## config.mk

```make
export PLATFORM = sky130hd
export DESIGN_NAME = cgra_rd_port_arbiter
export DESIGN_NICKNAME = d
export VERILOG_FILES = /design/src/rtl/cgra_rd_port_arbiter_pkg.sv /design/src/rtl/cgra_tag_fifo.sv /design/src/rtl/cgra_rd_port_arbiter.sv
export SDC_FILE = /design/constraint.sdc
export NUM_CORES = 1
export LEC_CHECK = 0
export CAP_MARGIN = 10
export CORE_AREA = 5 5 408 410
export DETAILED_ROUTE_END_ITERATION = 16
export DIE_AREA = 0 0 413 415
export RECOVER_POWER = 25
export SLEW_MARGIN = 25
export SYNTH_ARGS = -nofsm -noshare
export SYNTH_HDL_FRONTEND = slang
export SYNTH_SLANG_ARGS = --single-unit
```

## constraint.sdc

```tcl
create_clock -name clk -period 2.2 [get_ports clk]
set_input_delay 0.22 -clock clk [delete_from_list [all_inputs] [get_ports clk]]
set_output_delay 0.22 -clock clk [all_outputs]
set_load 0.03 [all_outputs]
```

## src/rtl/cgra_rd_port_arbiter_pkg.sv

```systemverilog
// Shared constants and helpers for the accelerator read-port arbiter.
// Provides clog2, the requester-ID width rule and the fixed requester indices.
package cgra_rd_port_arbiter_pkg;

  function automatic int clog2(input int n);
    int r;
    r = 0;
    while ((1 << r) < n) r++;
    return r;
  endfunction

  // An ID field is never narrower than one bit.
  function automatic int id_width(input int n);
    return (clog2(n) < 1) ? 1 : clog2(n);
  endfunction

  // The configuration controller is requester 0.
  // The fetch units occupy indices 1..N_REQ-1.
  localparam int REQ_CONF = 0;

endpackage

```

## src/rtl/cgra_tag_fifo.sv

```systemverilog
// Synchronous tag FIFO with show-ahead head and registered full/empty/count.
// Ports: clk, rst (sync, active high), i_push/i_data, i_pop, o_head,
//        o_full, o_empty, o_count (occupancy 0..DEPTH).
module cgra_tag_fifo
  import cgra_rd_port_arbiter_pkg::*;
#(
  parameter int W     = 1,
  parameter int DEPTH = 4
) (
  input  logic                  clk,
  input  logic                  rst,
  input  logic                  i_push,
  input  logic [W-1:0]          i_data,
  input  logic                  i_pop,
  output logic [W-1:0]          o_head,
  output logic                  o_full,
  output logic                  o_empty,
  output logic [clog2(DEPTH):0] o_count
);

  localparam int AW = id_width(DEPTH);
  localparam int CW = clog2(DEPTH) + 1;

  logic [W-1:0]  r_mem [DEPTH];
  logic [AW-1:0] r_wp;
  logic [AW-1:0] r_rp;
  logic [CW-1:0] r_cnt;
  logic          r_full;
  logic          r_empty;

  logic          w_push;
  logic          w_pop;
  logic [CW-1:0] w_cnt_nxt;

  assign w_push = i_push & ~r_full;
  assign w_pop  = i_pop & ~r_empty;

  always_comb begin
    w_cnt_nxt = r_cnt + CW'(w_push) - CW'(w_pop);
  end

  always_ff @(posedge clk) begin
    if (w_push) r_mem[r_wp] <= i_data;
  end

  always_ff @(posedge clk) begin
    if (rst) begin
      r_wp    <= '0;
      r_rp    <= '0;
      r_cnt   <= '0;
      r_full  <= 1'b0;
      r_empty <= 1'b1;
    end else begin
      if (w_push) r_wp <= r_wp + AW'(1);
      if (w_pop)  r_rp <= r_rp + AW'(1);
      r_cnt   <= w_cnt_nxt;
      r_full  <= (w_cnt_nxt == CW'(DEPTH));
      r_empty <= (w_cnt_nxt == '0);
    end
  end

  assign o_head  = r_mem[r_rp];
  assign o_full  = r_full;
  assign o_empty = r_empty;
  assign o_count = r_cnt;

endmodule

```

## src/rtl/cgra_rd_port_arbiter.sv

```systemverilog
// Round-robin arbiter sharing one in-order memory read channel among N_REQ
// requesters; a tag FIFO of granted IDs steers each response to its owner.
// Ports: clk, rst (sync, active high); memory side available_read,
//        request_read, read_data_valid, read_data; client side req_rd,
//        gnt_rd, rd_data_valid, rd_data; status outstanding, idle,
//        err_orphan (sticky until rst).
module cgra_rd_port_arbiter
  import cgra_rd_port_arbiter_pkg::*;
#(
  parameter int N_REQ      = 2,
  parameter int ID_W       = id_width(N_REQ),
  parameter int MAX_OUTST  = 4,
  parameter int DATA_WIDTH = 512
) (
  input  logic                      clk,
  input  logic                      rst,
  input  logic                      available_read,
  output logic                      request_read,
  input  logic                      read_data_valid,
  input  logic [DATA_WIDTH-1:0]     read_data,
  input  logic [N_REQ-1:0]          req_rd,
  output logic [N_REQ-1:0]          gnt_rd,
  output logic [N_REQ-1:0]          rd_data_valid,
  output logic [DATA_WIDTH-1:0]     rd_data,
  output logic [clog2(MAX_OUTST):0] outstanding,
  output logic                      idle,
  output logic                      err_orphan
);

  logic [ID_W-1:0]            r_ptr;
  logic                       r_err;

  logic                       w_full;
  logic                       w_empty;
  logic [ID_W-1:0]            w_head;
  logic [clog2(MAX_OUTST):0]  w_count;

  logic                       w_can_issue;
  logic                       w_found;
  logic [ID_W-1:0]            w_win;
  logic [ID_W-1:0]            w_ptr_nxt;
  logic                       w_push;
  logic                       w_pop;
  int                         w_idx;

  // Full is the registered flag, so a pop cannot free a slot for a
  // push in the same cycle; that costs one bubble when full.
  assign w_can_issue = available_read & ~w_full & ~rst;

  always_comb begin
    w_found = 1'b0;
    w_win   = '0;
    w_idx   = 0;
    for (int k = 0; k < N_REQ; k++) begin
      w_idx = int'(r_ptr) + k;
      if (w_idx >= N_REQ) w_idx = w_idx - N_REQ;
      if (!w_found && req_rd[w_idx]) begin
        w_found = 1'b1;
        w_win   = ID_W'(w_idx);
      end
    end
  end

  always_comb begin
    gnt_rd = '0;
    if (w_can_issue && w_found) gnt_rd[w_win] = 1'b1;
  end

  assign w_push       = |gnt_rd;
  assign request_read = w_push;

  always_comb begin
    w_ptr_nxt = w_win + ID_W'(1);
    if (w_win == ID_W'(N_REQ - 1)) w_ptr_nxt = '0;
  end

  assign w_pop = read_data_valid & ~w_empty & ~rst;

  always_comb begin
    rd_data_valid = '0;
    if (w_pop) rd_data_valid[w_head] = 1'b1;
  end

  always_ff @(posedge clk) begin
    if (rst) begin
      r_ptr <= ID_W'(REQ_CONF);
      r_err <= 1'b0;
    end else begin
      if (w_push) r_ptr <= w_ptr_nxt;
      if (read_data_valid && w_empty) r_err <= 1'b1;
    end
  end

  cgra_tag_fifo #(
    .W     (ID_W),
    .DEPTH (MAX_OUTST)
  ) u_tags (
    .clk     (clk),
    .rst     (rst),
    .i_push  (w_push),
    .i_data  (w_win),
    .i_pop   (w_pop),
    .o_head  (w_head),
    .o_full  (w_full),
    .o_empty (w_empty),
    .o_count (w_count)
  );

  assign rd_data     = read_data;
  assign outstanding = w_count;
  assign idle        = (w_count == '0) & ~|req_rd;
  assign err_orphan  = r_err;

endmodule

```

---- After elaboration in Yosys (flattened, before gate mapping) ----
Memories as Yosys holds them, arrays and structs flattened. A register that Yosys moved wholly into a read port is not among the register bits.
Index checks and enable logic that the tools add are counted.
operators by class
  mux-type cells .......................... 23
  $lt $le $gt $ge ......................... 8
  $add $sub $neg .......................... 8
  reductions and logical operators ........ 11
  equal/unequal tests ..................... 1
  bitwise gates (word level) .............. 10
operator list
  kind                                                                                  number
  32-bit by 3-bit < comparator with 1-bit output (second input constant)                2
  32-bit 2-to-1 mux                                                                     2
  1-bit 2-to-1 mux                                                                      15
  2-bit 2-to-1 mux                                                                      4
  1-bit AND                                                                             7
  3-bit zero test                                                                       2
  1-bit logical AND                                                                     5
  2-bit by 1-bit adder with 2-bit output (second input constant)                        2
  1-bit by 2-bit < comparator with 1-bit output (second input constant)                 2
  2-bit OR reduction                                                                    2
  3-bit by 1-bit adder with 3-bit output                                                1
  3-bit equality test (second input constant)                                           1
  1-bit NOT                                                                             3
  1-bit by 2-bit subtractor with 3-bit output (second input constant)                   1
  2-bit by 2-bit subtractor with 3-bit output (second input constant)                   1
  3-bit by 1-bit subtractor with 3-bit output                                           1
  1-bit by 1-bit adder with 2-bit output (second input constant)                        1
  1-bit demux with 1-bit select                                                         2
  1-bit greater-or-equal comparator (second input constant)                             2
  1-bit by 2-bit greater-or-equal comparator with 1-bit output (second input constant)  1
  2-bit greater-or-equal comparator (second input constant)                             1
  1-bit zero test                                                                       2
  1-bit adder (second input constant)                                                   1
word-level totals
  memories kept ........................... 1
  flip-flop bits (word level) ............. 11
  RAM bits ................................ 4
  logic and storage cells ................. 69
  output and inout port bits .............. 522
  input port bits ......................... 518
memories
  name          words  bits a word  read ports  clocked after memory_dff  write ports  RTL line             source
  u_tags.r_mem  4      1            1           1                         1            cgra_tag_fifo.sv:24  logic [W-1:0] r_mem [DEPTH];

---- Logic depth before layout (Yosys ltp) ----
  depth in word-level cells ............... 19
  depth in mapped cells ................... 9
  gate-level depth less buffers ........... 9

---- Hierarchy ----
A second synthesis with hierarchy kept.
second synthesis, totals
  cell total of the unflattened synthesis .. 586
  area total of the unflattened synthesis .. 4,639.4 sq um
modules (own cells, without submodules)
  module                instances  area an instance (sq um)  cells each  sequential area each (sq um)
  cgra_rd_port_arbiter  1          3,998.8                   532         40.0
  cgra_tag_fifo         1          640.6                     54          340.3

---- Worst setup path before layout ----
OpenSTA, ideal clock, no wires.
  path kind ............................... reg-to-reg
  start point ............................. reg u_tags.r_cnt[0] (netlist: u_tags.o_count[0])
  end point ............................... reg u_tags.r_full (netlist: u_tags.o_full)
  stages on the path, launching flop included .. 10
  setup time .............................. 115 ps
  path buffers ............................ 0
  path slack .............................. 243 ps
  data required time ...................... 2,085 ps
  clock period less this slack ............ 1,957 ps
  arrival time ............................ 1,841 ps
  cells stage by stage .................... dfxtp_1 inv_1 ha_1 inv_1 ha_1 inv_1 fa_1 xnor3_1 nor2_2 and3_1
on the way
  word-level cells in the longest chain between the ends .. 3
ends and longest elaborated chain
  item                                         RTL line             source
  from (decl)                                  cgra_tag_fifo.sv:27  logic [CW-1:0] r_cnt;
  from (signal assigned)                       cgra_tag_fifo.sv:56  r_cnt <= w_cnt_nxt;
  3-bit by 1-bit adder with 3-bit output       cgra_tag_fifo.sv:39  w_cnt_nxt = r_cnt + CW'(w_push) - CW'(w_pop);
  3-bit by 1-bit subtractor with 3-bit output  cgra_tag_fifo.sv:39
  3-bit equality test                          cgra_tag_fifo.sv:57  r_full <= (w_cnt_nxt == CW'(DEPTH));
  to (signal assigned)                         cgra_tag_fifo.sv:57
  to (decl)                                    cgra_tag_fifo.sv:28  logic r_full;
No other way between the ends.
A chain may end at the register's enable or synchronous reset.

---- Final worst setup path ----
  start point ............................. reg u_tags.r_empty (netlist: u_tags.o_empty)
  end point ............................... reg u_tags.r_full (netlist: u_tags.o_full)
on the way
  word-level cells in the longest chain between the ends .. 6
ends and longest elaborated chain
  item                                             RTL line                                         source
  from (decl)                                      cgra_tag_fifo.sv:29                              logic r_empty;
  from (signal assigned)                           cgra_tag_fifo.sv:58                              r_empty <= (w_cnt_nxt == '0);
  1-bit NOT (*)                                    cgra_tag_fifo.sv:36, cgra_rd_port_arbiter.sv:77
  1-bit AND (2 in a row)                           cgra_rd_port_arbiter.sv:77                       assign w_pop = read_data_valid & ~w_empty & ~rst;
  1-bit AND (*)                                    cgra_tag_fifo.sv:36                              assign w_pop = i_pop & ~r_empty;
  net u_tags.w_pop                                 cgra_tag_fifo.sv:32                              logic w_pop;
  3-bit by 1-bit subtractor with 3-bit output (*)  cgra_tag_fifo.sv:39
  3-bit equality test (*)                          cgra_tag_fifo.sv:57
Mark *: on every way through the listed nets, which the timed path passes. The rest lies on a longest branch.

==> flow_results.org <==
** Placed design
- Detailed placement finished with a half-perimeter wire length of 109.1 mm.
- In this run, placement finished with an instance count of 2270.
- Placer's final routability congestion estimate :: 0.8353
- Input and output buffers added on the ports amount to 15.

** Floorplanning
- Die Height :: 415 µm
- Die area :: 171400 µm²
- Effective utilization at floorplan :: 2.859%
- I/O pin count :: 1040
- The die is 413 µm wide.
- Core outline area :: 162000 µm²
- Number of cell rows :: 148

** Hold path
- Startpoint of the lowest-slack hold path :: read_data_valid
- Path class of the lowest-slack min-delay path :: in -> reg

** Status
- The run finished with clean final reports.

** Critical path
- Setup crit end kind :: register
- Worst flop-to-flop path startpoint :: u_tags.o_empty
- The worst setup path is launched from a register.
- Critical path data required time :: 2.34 ns
- In this run the worst setup path begins at u_tags.o_empty.
- At the worst endpoint, the arrival time is 2.14 ns.
- Crit Path Category :: reg -> reg
- Crit path max fanout :: 3

** Synthesis
- Synthesis inferred 17 register bits.
- Largest area contributor in the synthesized netlist :: buf_4
- By area the synthesized netlist is led by buf_4 (83%), dfxtp_1 (5.6%), edfxtp_1 (2.6%).
- Each instance of the synthesized netlist takes up on average 7.920 µm².
- Synthesis produced 585 cells.
- In this run the cell area of the synthesized design comes to 4633 µm².
- In this run the biggest area consumer among cell types represents 82.96% of the synthesized area.
- Warnings, synthesis :: 0
- Sequential share of the synthesized area :: 8.210%
- The number of nets in the synthesized netlist is 1110.
- Synthesis instantiated 28 different standard cells from the library.

** Routing
- Routed length per placed instance :: 48.80 µm
- The detailed router placed 1899 vias in this run.
- Routed vias/inst :: 0.8347
- Starting DRT DRC Count :: 137
- Number of nets still failing antenna checks after routing :: 0
- The final layout contains routed wiring with a total length of 111.0 mm.
- In the routed design, unresolved DRC markers number 0.
- The first detailed-routing pass took 4 iterations.

** Clock network
- Counting the buffers created by CTS gives 3.
- H-tree level count :: 1
- After clock tree synthesis, the clock-pin slew on the worst setup and hold paths is 0.05 ns.
- In this run the deepest clock path goes through 2 buffers.
- TritonCTS built the clock tree.
- In this run the clock root is driven by a clkbuf_16.
- The number of hold buffers added after CTS was 0.
- TritonCTS Sinks :: 17
- Clock latency at the later pin of the worst-skew pair :: 0.25 ns

** GRT
- Entering global routing, the biggest net connects 14 pins.
- Number of global-route vias before repair :: 1748
- Overflow after GRT :: 0
- The first global-routing pass estimated 116.1 mm of wire.
- Global routing used 12.41% of the available tracks across all layers.
- The number of antenna violations at the first check in global routing was 1.

** Final layout
- The finished layout holds 2275 standard cells, fillers aside.
- The area growth from synthesis to layout is -17.72%.
- In the layout the commonest cells are dfxtp_1 (13), buf_4 (12), inv_1 (7), nor2_1 (7), clkdlybuf4s50_1 (7).
- Of the cells placed in the final design, the portion with a size suffix greater than 1 is 21.21%.
- Final cell utilization of the core :: 2.353%
- After the last flow step, the layout net total stands at 625.
- Filler cell count :: 19350
- Most common cell after layout, fill and taps aside :: dfxtp_1

** Timing
- Worst Max-Slew Pin Slew :: 0.5989 ns
- Number of setup violations in the final report :: 0
- Max-slew violation count :: 0
- Endpoints failing hold :: 0
- Minimum period implied by the final worst setup slack :: 1.994 ns
- On the final layout, the worst hold slack is 0.2521 ns.
- Fmax :: 501.4 MHz
- Clock skew after layout :: 0.004359 ns
- Unrepaired setup endpoints after global routing :: false
- Relative slew slack :: 59.95%
- Share of the cycle needed by the critical path after routing :: 90.65%

** Power
- Across the VDD grid, the largest voltage drop is 0.0002056 V.
- The analysis attributes to cell leakage a power of 0.4952 nW.
- Power per Cell Area :: 319.3 nW/µm²

** Run
- Max-cap violations :: 0
[logic make-up (layout without fill, tap and decap cells)]
logic type / Yosys count / in the layout / synth area share [%]
buffers and inverters: 520 / 34 / 83.63
and+or+nand+nor: 28 / 28 / 3.619
DFF: 17 / 17 / 8.210
AOI/OAI and AO/OA: 9 / 9 / 1.107
adders and majority gates: 7 / 7 / 2.052
xor gates and xnor gates: 2 / 2 / 0.6751
muxes: 2 / 2 / 0.7021
other: 0 / 1 / 0
[synthesized netlist by cell type, drive strengths merged]
| cell type | count |
|---|---|
| nand2b | 2 |
| and3 | 1 |
| o21ai | 2 |
| dfxtp | 13 |
| mux4 | 1 |
| mux2i | 1 |
| ha | 6 |
| a21oi | 5 |
| a311oi | 1 |
| edfxtp | 4 |
| nor2 | 8 |
| nor3 | 2 |
| nor3b | 1 |
| nand3 | 2 |
| nor4 | 1 |
| nor2b | 3 |
| xnor3 | 1 |
| and2 | 6 |
| a21boi | 1 |
| nand2 | 1 |
| xnor2 | 1 |
| fa | 1 |
| inv | 7 |
| or2 | 1 |
| buf | 513 |
[cell type report]
class	instances	area (µm²)	share of cell area [%]
Clock buffer	4	78.83	2.068
Tap cell	2175	2721	71.38
Multi-Input combinational cell	48	377.9	9.911
Sequential cell	17	380.4	9.977
Inverter	7	26.28	0.6892
Timing Repair Buffer	23	225.2	5.907
Antenna cell	1	2.502	0.06564
[power breakdown]
group / total, mW / internal, mW / switching (mW) / leakage (nW)
clock: 0.363 / 0.246 / 0.117 / 0.0382
combinational: 0.423 / 0.181 / 0.242 / 0.314
sequential: 0.432 / 0.376 / 0.0558 / 0.143
[worst max-delay path, stage by stage (launching register included)]
cell and delay (ns):
dfxtp_1 0.33, nor3b_4 0.20, ha_1 0.26, inv_1 0.06, ha_1 0.14, inv_1 0.05, fa_1 0.37, xnor3_1 0.25
nor2_2 0.06, and3_1 0.18
[stage by stage]
step           cell area [µm²]  setup slack [ns]  TNS [ns]  power (mW)
6_report                  3812            0.2057         0       1.217
5_1_grt                   3810           0.07573         0       1.299
4_1_cts                   3805           0.03369         0       1.250
3_5_place_dp              3726           -0.2273   -0.4471      0.8839
3_3_place_gp              3726           -0.1624   -0.2610      0.8756
2_1_floorplan             4633            0.2432         0       2.379
[per-layer routing]
metal	global-route usage [%]	up-vias	part of all wire (%)
met2	21.01	975	48
met3	26.29	111	44
li1	-	298	-
met5	1.131	-	0.22
met4	2.666	6	2.5
met1	1.780	509	5.4
[worst paths after layout]
check,end,slack (ns),cells past startpoint
setup / recovery,u_tags.o_full,0.21,9
setup reg to reg,u_tags.o_full,0.21,9
hold / removal,err_orphan,0.25,3
hold reg to reg,u_tags.r_rp[1],0.47,1
[repair_timing]
item	in CTS	in global routing
endpoints found under the setup margin	0	2
setup buffers	0	0
resized for setup	0	2
No activity file was read; power rests on OpenSTA's default activity.
